### src/rtl/uart_ctrl.sv
`default_nettype none
// ============================================================================
// Module      : uart_ctrl
// Description : Bus-attached UART with TX/RX FIFOs, a programmable bit
//               period, sticky error flags and a registered level interrupt.
//
//   Parameters : CLK_FREQ   - system clock frequency in Hz
//                BIT_RATE   - bit rate used to derive the reset BAUD value
//                DATA_BITS  - frame payload width (5..9)
//                FIFO_DEPTH - depth of each FIFO (power of two, >= 2)
//
//   Ports      : clk, rst_n           - clock, synchronous active-low reset
//                cyc_i, stb_i, we_i   - bus cycle, strobe, write enable
//                addr_i, data_i       - byte address ([4:2] decoded), wdata
//                data_o, ack_o        - registered read data, acknowledge
//                rxd, txd             - serial input / output
//                irq_o                - level interrupt
//
//   Optional   : define UART_CTRL_PARITY_EN to enable parity generation and
//                checking (CTRL bits 2-3). Without it frames carry no parity
//                bit and CTRL bits 2-3 read as zero.
//
//   Revision   : 1.0 - initial release
// ============================================================================
module uart_ctrl #(
    parameter int CLK_FREQ   = 25000000,
    parameter int BIT_RATE   = 115200,
    parameter int DATA_BITS  = 8,
    parameter int FIFO_DEPTH = 32
) (
    input  logic        clk,
    input  logic        rst_n,
    input  logic        cyc_i,
    input  logic        stb_i,
    input  logic        we_i,
    input  logic [31:0] addr_i,
    input  logic [31:0] data_i,
    output logic [31:0] data_o,
    output logic        ack_o,
    input  logic        rxd,
    output logic        txd,
    output logic        irq_o
);

    localparam int              c_AW        = $clog2(FIFO_DEPTH);
    localparam logic [15:0]     c_BAUD_RST  = 16'(CLK_FREQ / BIT_RATE - 1);
    localparam logic [3:0]      c_LAST_BIT  = 4'(DATA_BITS - 1);
    localparam logic [c_AW:0]   c_PTR_ONE   = (c_AW + 1)'(1);

    localparam logic [2:0] c_REG_DATA     = 3'd0;
    localparam logic [2:0] c_REG_STATUS   = 3'd1;
    localparam logic [2:0] c_REG_CTRL     = 3'd2;
    localparam logic [2:0] c_REG_BAUD     = 3'd3;
    localparam logic [2:0] c_REG_IRQ_EN   = 3'd4;
    localparam logic [2:0] c_REG_IRQ_PEND = 3'd5;

    // ------------------------------------------------------------------
    // Register state
    // ------------------------------------------------------------------
    logic        r_ack;
    logic [31:0] r_data_o;
    logic [3:0]  r_ctrl;
    logic [15:0] r_baud;
    logic [2:0]  r_irq_en;
    logic        r_irq;
    logic        r_rx_ovr;
    logic        r_frame_err;
    logic        r_parity_err;
    logic        r_tx_ovf;

    logic        w_par_en;
    logic        w_par_odd;

`ifdef UART_CTRL_PARITY_EN
    assign w_par_en  = r_ctrl[2];
    assign w_par_odd = r_ctrl[3];
`else
    assign w_par_en  = 1'b0;
    assign w_par_odd = 1'b0;
`endif

    // ------------------------------------------------------------------
    // Bus decode. Side effects (push/pop/W1C) happen on the request cycle,
    // the acknowledge and read data follow one cycle later.
    // ------------------------------------------------------------------
    logic       w_req;
    logic       w_wr;
    logic       w_rd;
    logic [2:0] w_sel;

    assign w_req = cyc_i & stb_i & ~r_ack;
    assign w_wr  = w_req & we_i;
    assign w_rd  = w_req & ~we_i;
    assign w_sel = addr_i[4:2];

    logic w_unused_bits;
    assign w_unused_bits = ^{addr_i, data_i};

    // ------------------------------------------------------------------
    // TX FIFO
    // ------------------------------------------------------------------
    logic [DATA_BITS-1:0] r_tx_mem [FIFO_DEPTH];
    logic [c_AW:0]        r_tx_wr;
    logic [c_AW:0]        r_tx_rd;
    logic                 w_tx_empty;
    logic                 w_tx_full;
    logic                 w_tx_push;
    logic                 w_tx_pop;
    logic                 w_tx_ovf_set;
    logic [DATA_BITS-1:0] w_tx_head;

    assign w_tx_empty   = (r_tx_wr == r_tx_rd);
    assign w_tx_full    = (r_tx_wr[c_AW] != r_tx_rd[c_AW]) &&
                          (r_tx_wr[c_AW-1:0] == r_tx_rd[c_AW-1:0]);
    assign w_tx_push    = w_wr && (w_sel == c_REG_DATA) && !w_tx_full;
    assign w_tx_ovf_set = w_wr && (w_sel == c_REG_DATA) && w_tx_full;
    assign w_tx_head    = r_tx_mem[r_tx_rd[c_AW-1:0]];

    always_ff @(posedge clk) begin
        if (w_tx_push) begin
            r_tx_mem[r_tx_wr[c_AW-1:0]] <= data_i[DATA_BITS-1:0];
        end
    end

    always_ff @(posedge clk) begin
        if (!rst_n) begin
            r_tx_wr <= '0;
            r_tx_rd <= '0;
        end else begin
            if (w_tx_push) r_tx_wr <= r_tx_wr + c_PTR_ONE;
            if (w_tx_pop)  r_tx_rd <= r_tx_rd + c_PTR_ONE;
        end
    end

    // ------------------------------------------------------------------
    // RX FIFO
    // ------------------------------------------------------------------
    logic [DATA_BITS-1:0] r_rx_mem [FIFO_DEPTH];
    logic [c_AW:0]        r_rx_wr;
    logic [c_AW:0]        r_rx_rd;
    logic                 w_rx_empty;
    logic                 w_rx_full;
    logic                 w_rx_push;
    logic                 w_rx_pop;
    logic [DATA_BITS-1:0] w_rx_head;
    logic [DATA_BITS-1:0] r_rx_shift;

    assign w_rx_empty = (r_rx_wr == r_rx_rd);
    assign w_rx_full  = (r_rx_wr[c_AW] != r_rx_rd[c_AW]) &&
                        (r_rx_wr[c_AW-1:0] == r_rx_rd[c_AW-1:0]);
    assign w_rx_pop   = w_rd && (w_sel == c_REG_DATA) && !w_rx_empty;
    assign w_rx_head  = r_rx_mem[r_rx_rd[c_AW-1:0]];

    always_ff @(posedge clk) begin
        if (w_rx_push) begin
            r_rx_mem[r_rx_wr[c_AW-1:0]] <= r_rx_shift;
        end
    end

    always_ff @(posedge clk) begin
        if (!rst_n) begin
            r_rx_wr <= '0;
            r_rx_rd <= '0;
        end else begin
            if (w_rx_push) r_rx_wr <= r_rx_wr + c_PTR_ONE;
            if (w_rx_pop)  r_rx_rd <= r_rx_rd + c_PTR_ONE;
        end
    end

    // ------------------------------------------------------------------
    // TX state machine. Bit period and parity setup are captured when a
    // frame starts so register writes never disturb a frame in flight.
    // ------------------------------------------------------------------
    typedef enum logic [2:0] {
        TX_IDLE   = 3'd0,
        TX_START  = 3'd1,
        TX_DATA   = 3'd2,
        TX_PARITY = 3'd3,
        TX_STOP   = 3'd4
    } tx_state_t;

    tx_state_t            r_tx_state;
    tx_state_t            w_tx_next;
    logic [15:0]          r_tx_cnt;
    logic [15:0]          r_tx_baud;
    logic [3:0]           r_tx_bit;
    logic [DATA_BITS-1:0] r_tx_shift;
    logic                 r_tx_par_bit;
    logic                 r_tx_par_en;
    logic                 w_tx_tick;
    logic                 w_txd;
    logic                 w_tx_busy;

    assign w_tx_tick = (r_tx_cnt == r_tx_baud);
    assign w_tx_busy = (r_tx_state != TX_IDLE);

    always_ff @(posedge clk) begin
        if (!rst_n) r_tx_state <= TX_IDLE;
        else        r_tx_state <= w_tx_next;
    end

    always_comb begin
        w_tx_next = r_tx_state;
        w_tx_pop  = 1'b0;
        w_txd     = 1'b1;
        case (r_tx_state)
            TX_IDLE: begin
                if (r_ctrl[1] && !w_tx_empty) begin
                    w_tx_next = TX_START;
                    w_tx_pop  = 1'b1;
                end
            end
            TX_START: begin
                w_txd = 1'b0;
                if (w_tx_tick) w_tx_next = TX_DATA;
            end
            TX_DATA: begin
                w_txd = r_tx_shift[0];
                if (w_tx_tick && (r_tx_bit == c_LAST_BIT)) begin
                    w_tx_next = r_tx_par_en ? TX_PARITY : TX_STOP;
                end
            end
            TX_PARITY: begin
                w_txd = r_tx_par_bit;
                if (w_tx_tick) w_tx_next = TX_STOP;
            end
            TX_STOP: begin
                if (w_tx_tick) w_tx_next = TX_IDLE;
            end
            default: w_tx_next = TX_IDLE;
        endcase
    end

    always_ff @(posedge clk) begin
        if (!rst_n) begin
            r_tx_cnt     <= '0;
            r_tx_baud    <= '0;
            r_tx_bit     <= '0;
            r_tx_shift   <= '0;
            r_tx_par_bit <= 1'b0;
            r_tx_par_en  <= 1'b0;
        end else if (r_tx_state == TX_IDLE) begin
            r_tx_cnt <= '0;
            r_tx_bit <= '0;
            if (w_tx_pop) begin
                r_tx_shift   <= w_tx_head;
                r_tx_baud    <= r_baud;
                r_tx_par_bit <= (^w_tx_head) ^ w_par_odd;
                r_tx_par_en  <= w_par_en;
            end
        end else if (w_tx_tick) begin
            r_tx_cnt <= '0;
            if (r_tx_state == TX_DATA) begin
                r_tx_shift <= r_tx_shift >> 1;
                r_tx_bit   <= r_tx_bit + 4'd1;
            end
        end else begin
            r_tx_cnt <= r_tx_cnt + 16'd1;
        end
    end

    assign txd = w_txd;

    // ------------------------------------------------------------------
    // RX synchroniser, edge detect and state machine. The start bit is
    // sampled half a period in; later samples are one full period apart,
    // so every sample lands near a bit centre.
    // ------------------------------------------------------------------
    typedef enum logic [2:0] {
        RX_IDLE   = 3'd0,
        RX_START  = 3'd1,
        RX_DATA   = 3'd2,
        RX_PARITY = 3'd3,
        RX_STOP   = 3'd4
    } rx_state_t;

    logic        r_rx_s1;
    logic        r_rx_s2;
    logic        r_rx_s3;
    rx_state_t   r_rx_state;
    rx_state_t   w_rx_next;
    logic [15:0] r_rx_cnt;
    logic [15:0] r_rx_baud;
    logic [3:0]  r_rx_bit;
    logic        r_rx_par_bit;
    logic        r_rx_par_en;
    logic        r_rx_par_odd;
    logic        w_rx_fall;
    logic [15:0] w_rx_half;
    logic        w_rx_mid_tick;
    logic        w_rx_tick;
    logic        w_rx_start;
    logic        w_rx_done;
    logic        w_rx_par_bad;
    logic        w_rx_good;
    logic        w_rx_frame_err;
    logic        w_rx_par_err;
    logic        w_rx_ovr_set;

    always_ff @(posedge clk) begin
        if (!rst_n) begin
            r_rx_s1 <= 1'b1;
            r_rx_s2 <= 1'b1;
            r_rx_s3 <= 1'b1;
        end else begin
            r_rx_s1 <= rxd;
            r_rx_s2 <= r_rx_s1;
            r_rx_s3 <= r_rx_s2;
        end
    end

    assign w_rx_fall     = r_rx_s3 & ~r_rx_s2;
    assign w_rx_half     = 16'((17'(r_rx_baud) + 17'd1) >> 1);
    assign w_rx_mid_tick = (r_rx_cnt == w_rx_half);
    assign w_rx_tick     = (r_rx_cnt == r_rx_baud);
    assign w_rx_par_bad  = r_rx_par_en &&
                           (r_rx_par_bit != ((^r_rx_shift) ^ r_rx_par_odd));

    always_ff @(posedge clk) begin
        if (!rst_n) r_rx_state <= RX_IDLE;
        else        r_rx_state <= w_rx_next;
    end

    always_comb begin
        w_rx_next  = r_rx_state;
        w_rx_start = 1'b0;
        w_rx_done  = 1'b0;
        case (r_rx_state)
            RX_IDLE: begin
                if (r_ctrl[0] && w_rx_fall) begin
                    w_rx_next  = RX_START;
                    w_rx_start = 1'b1;
                end
            end
            RX_START: begin
                // A high start-bit sample is treated as line noise.
                if (w_rx_mid_tick) w_rx_next = r_rx_s2 ? RX_IDLE : RX_DATA;
            end
            RX_DATA: begin
                if (w_rx_tick && (r_rx_bit == c_LAST_BIT)) begin
                    w_rx_next = r_rx_par_en ? RX_PARITY : RX_STOP;
                end
            end
            RX_PARITY: begin
                if (w_rx_tick) w_rx_next = RX_STOP;
            end
            RX_STOP: begin
                if (w_rx_tick) begin
                    w_rx_next = RX_IDLE;
                    w_rx_done = 1'b1;
                end
            end
            default: w_rx_next = RX_IDLE;
        endcase
    end

    assign w_rx_frame_err = w_rx_done && !r_rx_s2;
    assign w_rx_par_err   = w_rx_done && r_rx_s2 && w_rx_par_bad;
    assign w_rx_good      = w_rx_done && r_rx_s2 && !w_rx_par_bad;
    // A bus pop in the same cycle frees a slot, so a full FIFO still accepts.
    assign w_rx_push      = w_rx_good && (!w_rx_full || w_rx_pop);
    assign w_rx_ovr_set   = w_rx_good && w_rx_full && !w_rx_pop;

    always_ff @(posedge clk) begin
        if (!rst_n) begin
            r_rx_cnt     <= '0;
            r_rx_baud    <= '0;
            r_rx_bit     <= '0;
            r_rx_shift   <= '0;
            r_rx_par_bit <= 1'b0;
            r_rx_par_en  <= 1'b0;
            r_rx_par_odd <= 1'b0;
        end else begin
            case (r_rx_state)
                RX_IDLE: begin
                    r_rx_cnt <= '0;
                    r_rx_bit <= '0;
                    if (w_rx_start) begin
                        r_rx_baud    <= r_baud;
                        r_rx_par_en  <= w_par_en;
                        r_rx_par_odd <= w_par_odd;
                    end
                end
                RX_START: begin
                    if (w_rx_mid_tick) r_rx_cnt <= '0;
                    else               r_rx_cnt <= r_rx_cnt + 16'd1;
                end
                default: begin
                    if (w_rx_tick) begin
                        r_rx_cnt <= '0;
                        if (r_rx_state == RX_DATA) begin
                            r_rx_shift <= {r_rx_s2, r_rx_shift[DATA_BITS-1:1]};
                            r_rx_bit   <= r_rx_bit + 4'd1;
                        end
                        if (r_rx_state == RX_PARITY) r_rx_par_bit <= r_rx_s2;
                    end else begin
                        r_rx_cnt <= r_rx_cnt + 16'd1;
                    end
                end
            endcase
        end
    end

    // ------------------------------------------------------------------
    // Control registers and sticky flags (set wins over W1C clear)
    // ------------------------------------------------------------------
    always_ff @(posedge clk) begin
        if (!rst_n) begin
            r_ctrl   <= '0;
            r_baud   <= c_BAUD_RST;
            r_irq_en <= '0;
        end else if (w_wr) begin
            case (w_sel)
`ifdef UART_CTRL_PARITY_EN
                c_REG_CTRL:   r_ctrl <= data_i[3:0];
`else
                c_REG_CTRL:   r_ctrl <= {2'b00, data_i[1:0]};
`endif
                c_REG_BAUD:   r_baud   <= data_i[15:0];
                c_REG_IRQ_EN: r_irq_en <= data_i[2:0];
                default: ;
            endcase
        end
    end

    logic w_status_wr;
    assign w_status_wr = w_wr && (w_sel == c_REG_STATUS);

    always_ff @(posedge clk) begin
        if (!rst_n) begin
            r_rx_ovr     <= 1'b0;
            r_frame_err  <= 1'b0;
            r_parity_err <= 1'b0;
            r_tx_ovf     <= 1'b0;
        end else begin
            if (w_rx_ovr_set)                    r_rx_ovr <= 1'b1;
            else if (w_status_wr && data_i[5])   r_rx_ovr <= 1'b0;
            if (w_rx_frame_err)                  r_frame_err <= 1'b1;
            else if (w_status_wr && data_i[6])   r_frame_err <= 1'b0;
            if (w_rx_par_err)                    r_parity_err <= 1'b1;
            else if (w_status_wr && data_i[7])   r_parity_err <= 1'b0;
            if (w_tx_ovf_set)                    r_tx_ovf <= 1'b1;
            else if (w_status_wr && data_i[8])   r_tx_ovf <= 1'b0;
        end
    end

    // ------------------------------------------------------------------
    // Read mux, acknowledge and interrupt
    // ------------------------------------------------------------------
    logic [31:0] w_status;
    logic [2:0]  w_irq_pend;
    logic [31:0] w_rd_data;

    assign w_status = {23'd0, r_tx_ovf, r_parity_err, r_frame_err, r_rx_ovr,
                       w_tx_busy, w_tx_full, w_tx_empty, w_rx_full, w_rx_empty};
    assign w_irq_pend = {(r_rx_ovr | r_frame_err | r_parity_err | r_tx_ovf),
                         w_tx_empty, !w_rx_empty};

    always_comb begin
        w_rd_data = '0;
        case (w_sel)
            c_REG_DATA: begin
                if (!w_rx_empty) begin
                    w_rd_data[31]            = 1'b1;
                    w_rd_data[DATA_BITS-1:0] = w_rx_head;
                end
            end
            c_REG_STATUS:   w_rd_data = w_status;
            c_REG_CTRL:     w_rd_data = {28'd0, r_ctrl};
            c_REG_BAUD:     w_rd_data = {16'd0, r_baud};
            c_REG_IRQ_EN:   w_rd_data = {29'd0, r_irq_en};
            c_REG_IRQ_PEND: w_rd_data = {29'd0, w_irq_pend};
            default: ;
        endcase
    end

    always_ff @(posedge clk) begin
        if (!rst_n) begin
            r_ack    <= 1'b0;
            r_data_o <= '0;
            r_irq    <= 1'b0;
        end else begin
            r_ack    <= w_req;
            r_data_o <= w_rd ? w_rd_data : 32'd0;
            r_irq    <= |(w_irq_pend & r_irq_en);
        end
    end

    assign ack_o  = r_ack;
    assign data_o = r_data_o;
    assign irq_o  = r_irq;

endmodule
`default_nettype wire

### config.mk
export PLATFORM = sky130hd
export DESIGN_NAME = uart_ctrl
export DESIGN_NICKNAME = d
export VERILOG_FILES = /design/src/rtl/uart_ctrl.sv
export SDC_FILE = /design/constraint.sdc
export NUM_CORES = 1
export LEC_CHECK = 0
export BUFFER_PORTS_ARGS = -buffer_cell sky130_fd_sc_hd__buf_2
export CAP_MARGIN = 20
export CELL_PAD_IN_SITES_DETAIL_PLACEMENT = 2
export CELL_PAD_IN_SITES_GLOBAL_PLACEMENT = 2
export CORE_MARGIN = 2
export CORE_UTILIZATION = 49
export DETAILED_ROUTE_END_ITERATION = 6
export PLACE_DENSITY_LB_ADDON = 0.1
export SLEW_MARGIN = 20
export SYNTH_ARGS = -nofsm -noshare
export SYNTH_HDL_FRONTEND = slang
export SYNTH_SLANG_ARGS = --single-unit
### constraint.sdc
create_clock -name clk -period 7.3 [get_ports clk]
set_input_delay 0.73 -clock clk [delete_from_list [all_inputs] [get_ports clk]]
set_output_delay 0.73 -clock clk [all_outputs]
set_load 0.1 [all_outputs]
==> results of run 1 <==
-- power by group through the flow --
stage / registers (uW) / logic, uW / clock network [uW]
final: 4170 / 111 / 3840
after global routing: 4160 / 117 / 4030
after detailed placement: 4250 / 110 / 0
after floorplan: 4250 / 67.1 / 0
after global placement: 4250 / 105 / 0
after CTS: 4170 / 112 / 3900
-- flip-flops by register name, summed over array words and instances, names as in the netlist, 2 cells and up, named ones only --
| signal | count |
|---|---|
| r_tx_mem | 256 |
| r_tx_rd | 6 |
| r_tx_bit | 4 |
| r_rx_wr | 6 |
| r_irq_en | 3 |
| r_tx_cnt | 16 |
| r_rx_baud | 16 |
| r_rx_state | 3 |
| r_rx_rd | 6 |
| data_o | 17 |
| r_rx_mem | 256 |
| r_rx_shift | 8 |
| r_rx_bit | 4 |
| r_tx_wr | 6 |
| r_tx_shift | 8 |
| r_ctrl | 2 |
| r_baud | 16 |
| r_tx_state | 3 |
| r_rx_cnt | 16 |
| r_tx_baud | 16 |
-- cell usage after synthesis, drive strengths merged, types with 19 or more instances --
cell type    n
and2        40
inv         19
dfxtp      175
mux4       136
nand2      173
nor2       150
clkbuf      50
mux2i       46
nor2b       31
a21boi      58
xor2        55
buf         62
xnor2       63
edfxtp     512
a31oi       20
nand3       42
and3        19
-- path summary, 6_finish.rpt --
kind,start,to,slack [ns],cells after the start
worst max-delay path,r_rx_baud[2],r_rx_mem[4][6],3.33,6
worst min-delay path,rxd,r_rx_s1,0.32,2
worst max register to register,r_rx_baud[2],r_rx_mem[4][6],3.33,6
worst min register to register,r_rx_s1,r_rx_s2,0.47,1
-- cell families after synthesis --
family          after synthesis  share of synthesized area [%]
compound gates              165                          4.329
xor+xnor                    118                          3.645
fa+ha+maj                    15                         0.6619
buf+inv                     131                          2.590
flops                       687                          66.58
mux                         193                          12.86
other cells                   1                        0.01323
simple gates                537                          9.316
-- metal layers --
layer	global-route usage (%)	wire, um
met2	46.08	39990
met4	8.393	2162
met5	0	0
met3	5.235	4894
met1	37.24	33680
-- worst register-to-register path, cell delays in order, from the launching register on --
cell and delay [ns]:
dfxtp_1 0.49, xor2_1 0.15, nor4_1 0.35, nand4_1 0.42, nor4_4 0.65, nand2_1 0.53, nor2_1 1.00
-- stage by stage --
step | hold WS, ns | setup WS (ns)
after floorplan | 0.3863 | 4.333
after global placement | 0.4637 | 3.499
after detailed placement | 0.4485 | 3.277
after CTS | 0.2802 | 3.363
after global routing | 0.2964 | 3.149
final | 0.3176 | 3.330
-- cell type report --
class	count	area [um^2]	area share [%]
clock buffers	99	2024	6.430
clock inverters	32	399.1	1.268
inverters	19	71.32	0.2265
multi-input cells	1043	8801	27.95
flip-flops and latches	687	18890	60.02
well taps	765	957.2	3.040
repair buffers	58	335.3	1.065
==> metrics.md, run 1 <==
| Metric | Value |
|---|---|
| Min cycle time layout | `3.970 ns` |
| Cts bufs inserted | `73` |
| Commonest cells after routing, fill and taps aside | `edfxtp_1 (512), nand2_1 (172), dfxtp_1 (168)` |
| Initial Utilization | `49.33%` |
| Pins over their slew limit | `0` |
| Core area | `57480 um^2` |
| Area Overhead vs Synth | `11.04%` |
| GP Congestion | `0.7584` |
| Hold Violations, Final | `0` |
| Final non-filler cell total | `2703` |
| Most used DFF post-synth | `edfxtp_1` |
| Cell Int Power | `6420 uW` |
| Post-route cell area | `31480 um^2` |
| Pleak | `0.01028 uW` |
| CP Launch Type | `flip-flop` |
| DIE AREA | `59800 um^2` |
| Initial antenna violation count | `1` |
| Placed instance area | `29050 um^2` |
| Final core occ | `54.78%` |
| Gate Count Post-Synth | `1847` |
| Die X | `244.6 um` |
| Largest net degree at the start of global routing | `59` |
| Comb power frac | `1.4%` |
| Element type at the critical path end | `flip-flop` |
| DP HPWL | `49390 um` |
| Tot GR Track Use | `27.72%` |
| H-tree depth | `3` |
| Sw Ratio | `20.90%` |
| DRC | `0` |
| Clk slew on worst S/H paths | `0.05 ns` |
| Switching power | `1697 uW` |
| Fmax | `251.9 MHz` |
| Share of layout cells above drive strength 1 | `18.52%` |
| Clk sinks | `687` |
| Maxcap violations | `0` |
| First-pass GRT wire length | `120400 um` |
| Clock Tree Root | `clkbuf_16` |
| Post-synth ARST share | `0%` |
| Setup violators final | `0` |
| DRT Wirelength | `80730 um` |
| Avg Vias per Cell | `5.957` |
| Synth top area cells | `edfxtp_1 (54%), dfxtp_1 (12%), mux4_2 (11%)` |
| Post-synthesis register bit count | `687` |
| Fillers | `5082` |
| Synth top area share | `54.23%` |
| Period utilization | `54.38%` |
| Crit-path cells | `xor2_1 -> nor4_1 -> nand4_1 -> nor4_4 -> nand2_1 -> nor2_1` |
| CP Data Arrival Time | `4.20 ns` |
| Worst setup path category | `reg -> reg` |
| HP Class | `in -> reg` |
| Detail Route Antenna Nets | `0` |
| Hold buffers post-CTS | `0` |
| Placed instance count | `2572` |
| Post-synth EDFFs | `512` |
| Antenna diode count | `0` |
| Setup TNS | `0 ns` |
| Pwr/cell area | `257.8 nW/um^2` |
| CP Max Fanout | `8` |
| Via count | `16102` |
| Mapped Area | `28350 um^2` |
| Peak supply drop | `0.0002458 V` |
| Outcome | `complete, no violations` |
| CTS tree | `built` |
| Sequential share of power | `51.3%` |
| Crit path max-delay cell type | `nor2_1` |
| Crit path buf inv count | `0` |
| Slew HR | `26.45%` |
| Clk_lat worst skew | `0.64 ns` |
| Overflow after GRT | `0` |
| Commonest non-fill, non-tap cell in the layout | `edfxtp_1` |
| Yosys Warn Count | `0` |
| Clock buffer depth | `3` |
| Netlist cell types | `73` |
| Worst Tran Pin Value | `1.099 ns` |
| Top cell type by total area after synthesis | `edfxtp_1` |
| Vias in the first global route | `17651` |
| Sequential-to-total area share from yosys stat | `66.58%` |
| Cts repair resizes | `0` |
| Ports | `105` |
| Synthesized area per cell | `15.35 um^2` |
| Unrepaired setup endpoints after global routing | `no` |
| Power after layout | `8116 uW` |
| Critical path's largest stage delay | `0.99 ns` |
| Final net count | `1967` |
| I/O Buffers | `44` |
| 1st-iter DRT viols | `1234` |
| Router iterations before antenna repair | `5` |
| Clock power frac | `47.3%` |
| Critical Path RT | `7.53 ns` |
| Drt wl/cell | `29.87 um` |
| Skew final | `0.03254 ns` |
| Postcts setup bufs | `0` |
| Vert. Die Dim | `244.6 um` |
| FP Rows | `88` |
| CP delay by family, top | `simple AND/OR/NAND/NOR gates` |
Note: power is estimated with default switching activity, not from simulation.
==> inputs of run 2 (changes only) <==
- CORE_UTILIZATION: 49 -> 46
- clock period: 7.3 -> 4 ns (I/O delays scaled with it)
==> metrics.md, run 2 (synthesis results as in run 1) <==
| Metric | Value |
|---|---|
| Router iterations before antenna repair | `5` |
| Clock Tree Root | `clkbuf_16` |
| Worst setup path category | `reg -> reg` |
| CTS tree | `built` |
| GP Congestion | `0.7673` |
| Clk slew on worst S/H paths | `0.06 ns` |
| Initial Utilization | `46.20%` |
| Reg-to-reg critical path startpoint | `r_rx_baud[2]` |
| 1st-iter DRT viols | `1327` |
| Worst Min Path Start | `data_i[9]` |
| Peak supply drop | `0.0004417 V` |
| Largest net degree at the start of global routing | `63` |
| Final core occ | `52.59%` |
| First-pass GRT wire length | `122200 um` |
| Postcts setup bufs | `0` |
| DP HPWL | `51400 um` |
| Outcome | `complete, no violations` |
| Metal2 WL | `40870 um` |
| Slew HR | `28.28%` |
| Antenna diode count | `0` |
| Overflow after GRT | `0` |
| Critical Path RT | `4.33 ns` |
| Hold Violations, Final | `0` |
| H-tree depth | `3` |
| Critical Path Start | `r_rx_baud[2]` |
| Vert. Die Dim | `252.3 um` |
| Period utilization | `82.53%` |
| Hold depth | `3` |
| Initial antenna violation count | `1` |
| Tot GR Track Use | `26.26%` |
| Drt wl/cell | `28.90 um` |
| Avg Vias per Cell | `5.840` |
| Clk_lat worst skew | `0.63 ns` |
| Pleak | `0.01077 uW` |
| CP Launch Type | `flip-flop` |
| Setup TNS | `0 ns` |
| Cts bufs inserted | `75` |
| Metal-1 WL | `34320 um` |
| Ports | `105` |
| Core area | `61370 um^2` |
| DRC | `0` |
| Skew final | `0.01960 ns` |
| Min cycle time layout | `3.301 ns` |
| WL met3 | `4170 um` |
| HP Class | `in -> reg` |
| DR top layer | `met5` |
| Element type at the critical path end | `flip-flop` |
| Setup violators final | `0` |
| Commonest non-fill, non-tap cell in the layout | `edfxtp_1` |
| DIE AREA | `63640 um^2` |
| Final net count | `2057` |
| Worst Tran Pin Value | `1.074 ns` |
| CP Max Fanout | `8` |
| Via count | `16486` |
| Worst r2r path cells | `9` |
| Pwr/cell area | `459.7 nW/um^2` |
| FP Rows | `91` |
| Pins over their slew limit | `0` |
| CP Data Arrival Time | `3.63 ns` |
| Clock buffer depth | `3` |
| Clk sinks | `687` |
| I/O Buffers | `44` |
| Area Overhead vs Synth | `13.82%` |
| Die X | `252.3 um` |
| Commonest cells after routing, fill and taps aside | `edfxtp_1 (512), nand2_1 (172), dfxtp_1 (169)` |
| DRT Wirelength | `81590 um` |
| Share of layout cells above drive strength 1 | `22.18%` |
| Fmax | `302.9 MHz` |
| Detail Route Antenna Nets | `0` |
| Pre-CTS setup slack | `0.6822 ns` |
| Unrepaired setup endpoints after global routing | `no` |
| Vias in the first global route | `18234` |
| Maxcap violations | `0` |
| PnR worst setup slack | `0.6988 ns` |
## run 2: cell count changes in the layout (fill, tap and decap cells not counted), sizes merged
cell,change
buf,+87
clkinv,+7
clkinvlp,+5
clkbuf,-3
bufinv,-1
dlygate4sd3,+1
inv,-1
## run 2: critical path: stages, from the launching register on
cell	delay (ns)
dfxtp_1	0.48
xor2_1	0.15
nor4_1	0.37
nand4_1	0.17
buf_4	0.21
nor4_4	0.52
nand2_1	0.17
buf_4	0.24
nor2_1	0.44
buf_4	0.27
## run 2: where the power goes
group          internal, uW  switching [uW]  total, uW
Combinational          33.9             169        203
Clock                  4040            2980       7030
Sequential             7600            4.52       7610
Total                 11700            3160      14800
## run 2: worst paths after layout
check,end,slack [ns]
max,r_rx_mem[12][6],0.70
min reg2reg,r_rx_s2,0.43
max reg2reg,r_rx_mem[12][6],0.70
min,r_baud[9],0.04
## run 2: final cells by class
| cell class | count | area, um^2 |
|---|---|---|
| fillers | 5526 | 29100 |
| inverters | 19 | 71.32 |
| multi-input cells | 1043 | 8801 |
| repair buffers | 146 | 1041 |
| clock inverters | 42 | 471.7 |
| well taps | 790 | 988.4 |
| flip-flops and latches | 687 | 18890 |
| clock buffers | 96 | 2006 |
## run 2: routing by layer
layer  vias to the layer above  GRT usage, %
li1                       7156             -
met1                      8722         34.90
met2                       457         44.53
met3                       149         4.511
met4                         2         7.709
met5                         -             0
## run 2: per-stage QoR
| stage | hold WS (ns) | cells | total power (uW) | instance area [um^2] |
|---|---|---|---|---|
| after floorplan | 0.3863 | 1861 | 7886 | 28410 |
| after global placement | 0.4021 | 2684 | 7950 | 29780 |
| after detailed placement | 0.4120 | 2684 | 7961 | 29780 |
| after CTS | 0.01935 | 2823 | 14980 | 32270 |
| after global routing | 0.04979 | 2823 | 15220 | 32270 |
| final | 0.04485 | 2823 | 14840 | 32270 |
## run 2: repair_timing
action,CTS,global route
resized for setup,0,0
hold buffers,1,0
hold endpoints to repair,1,0
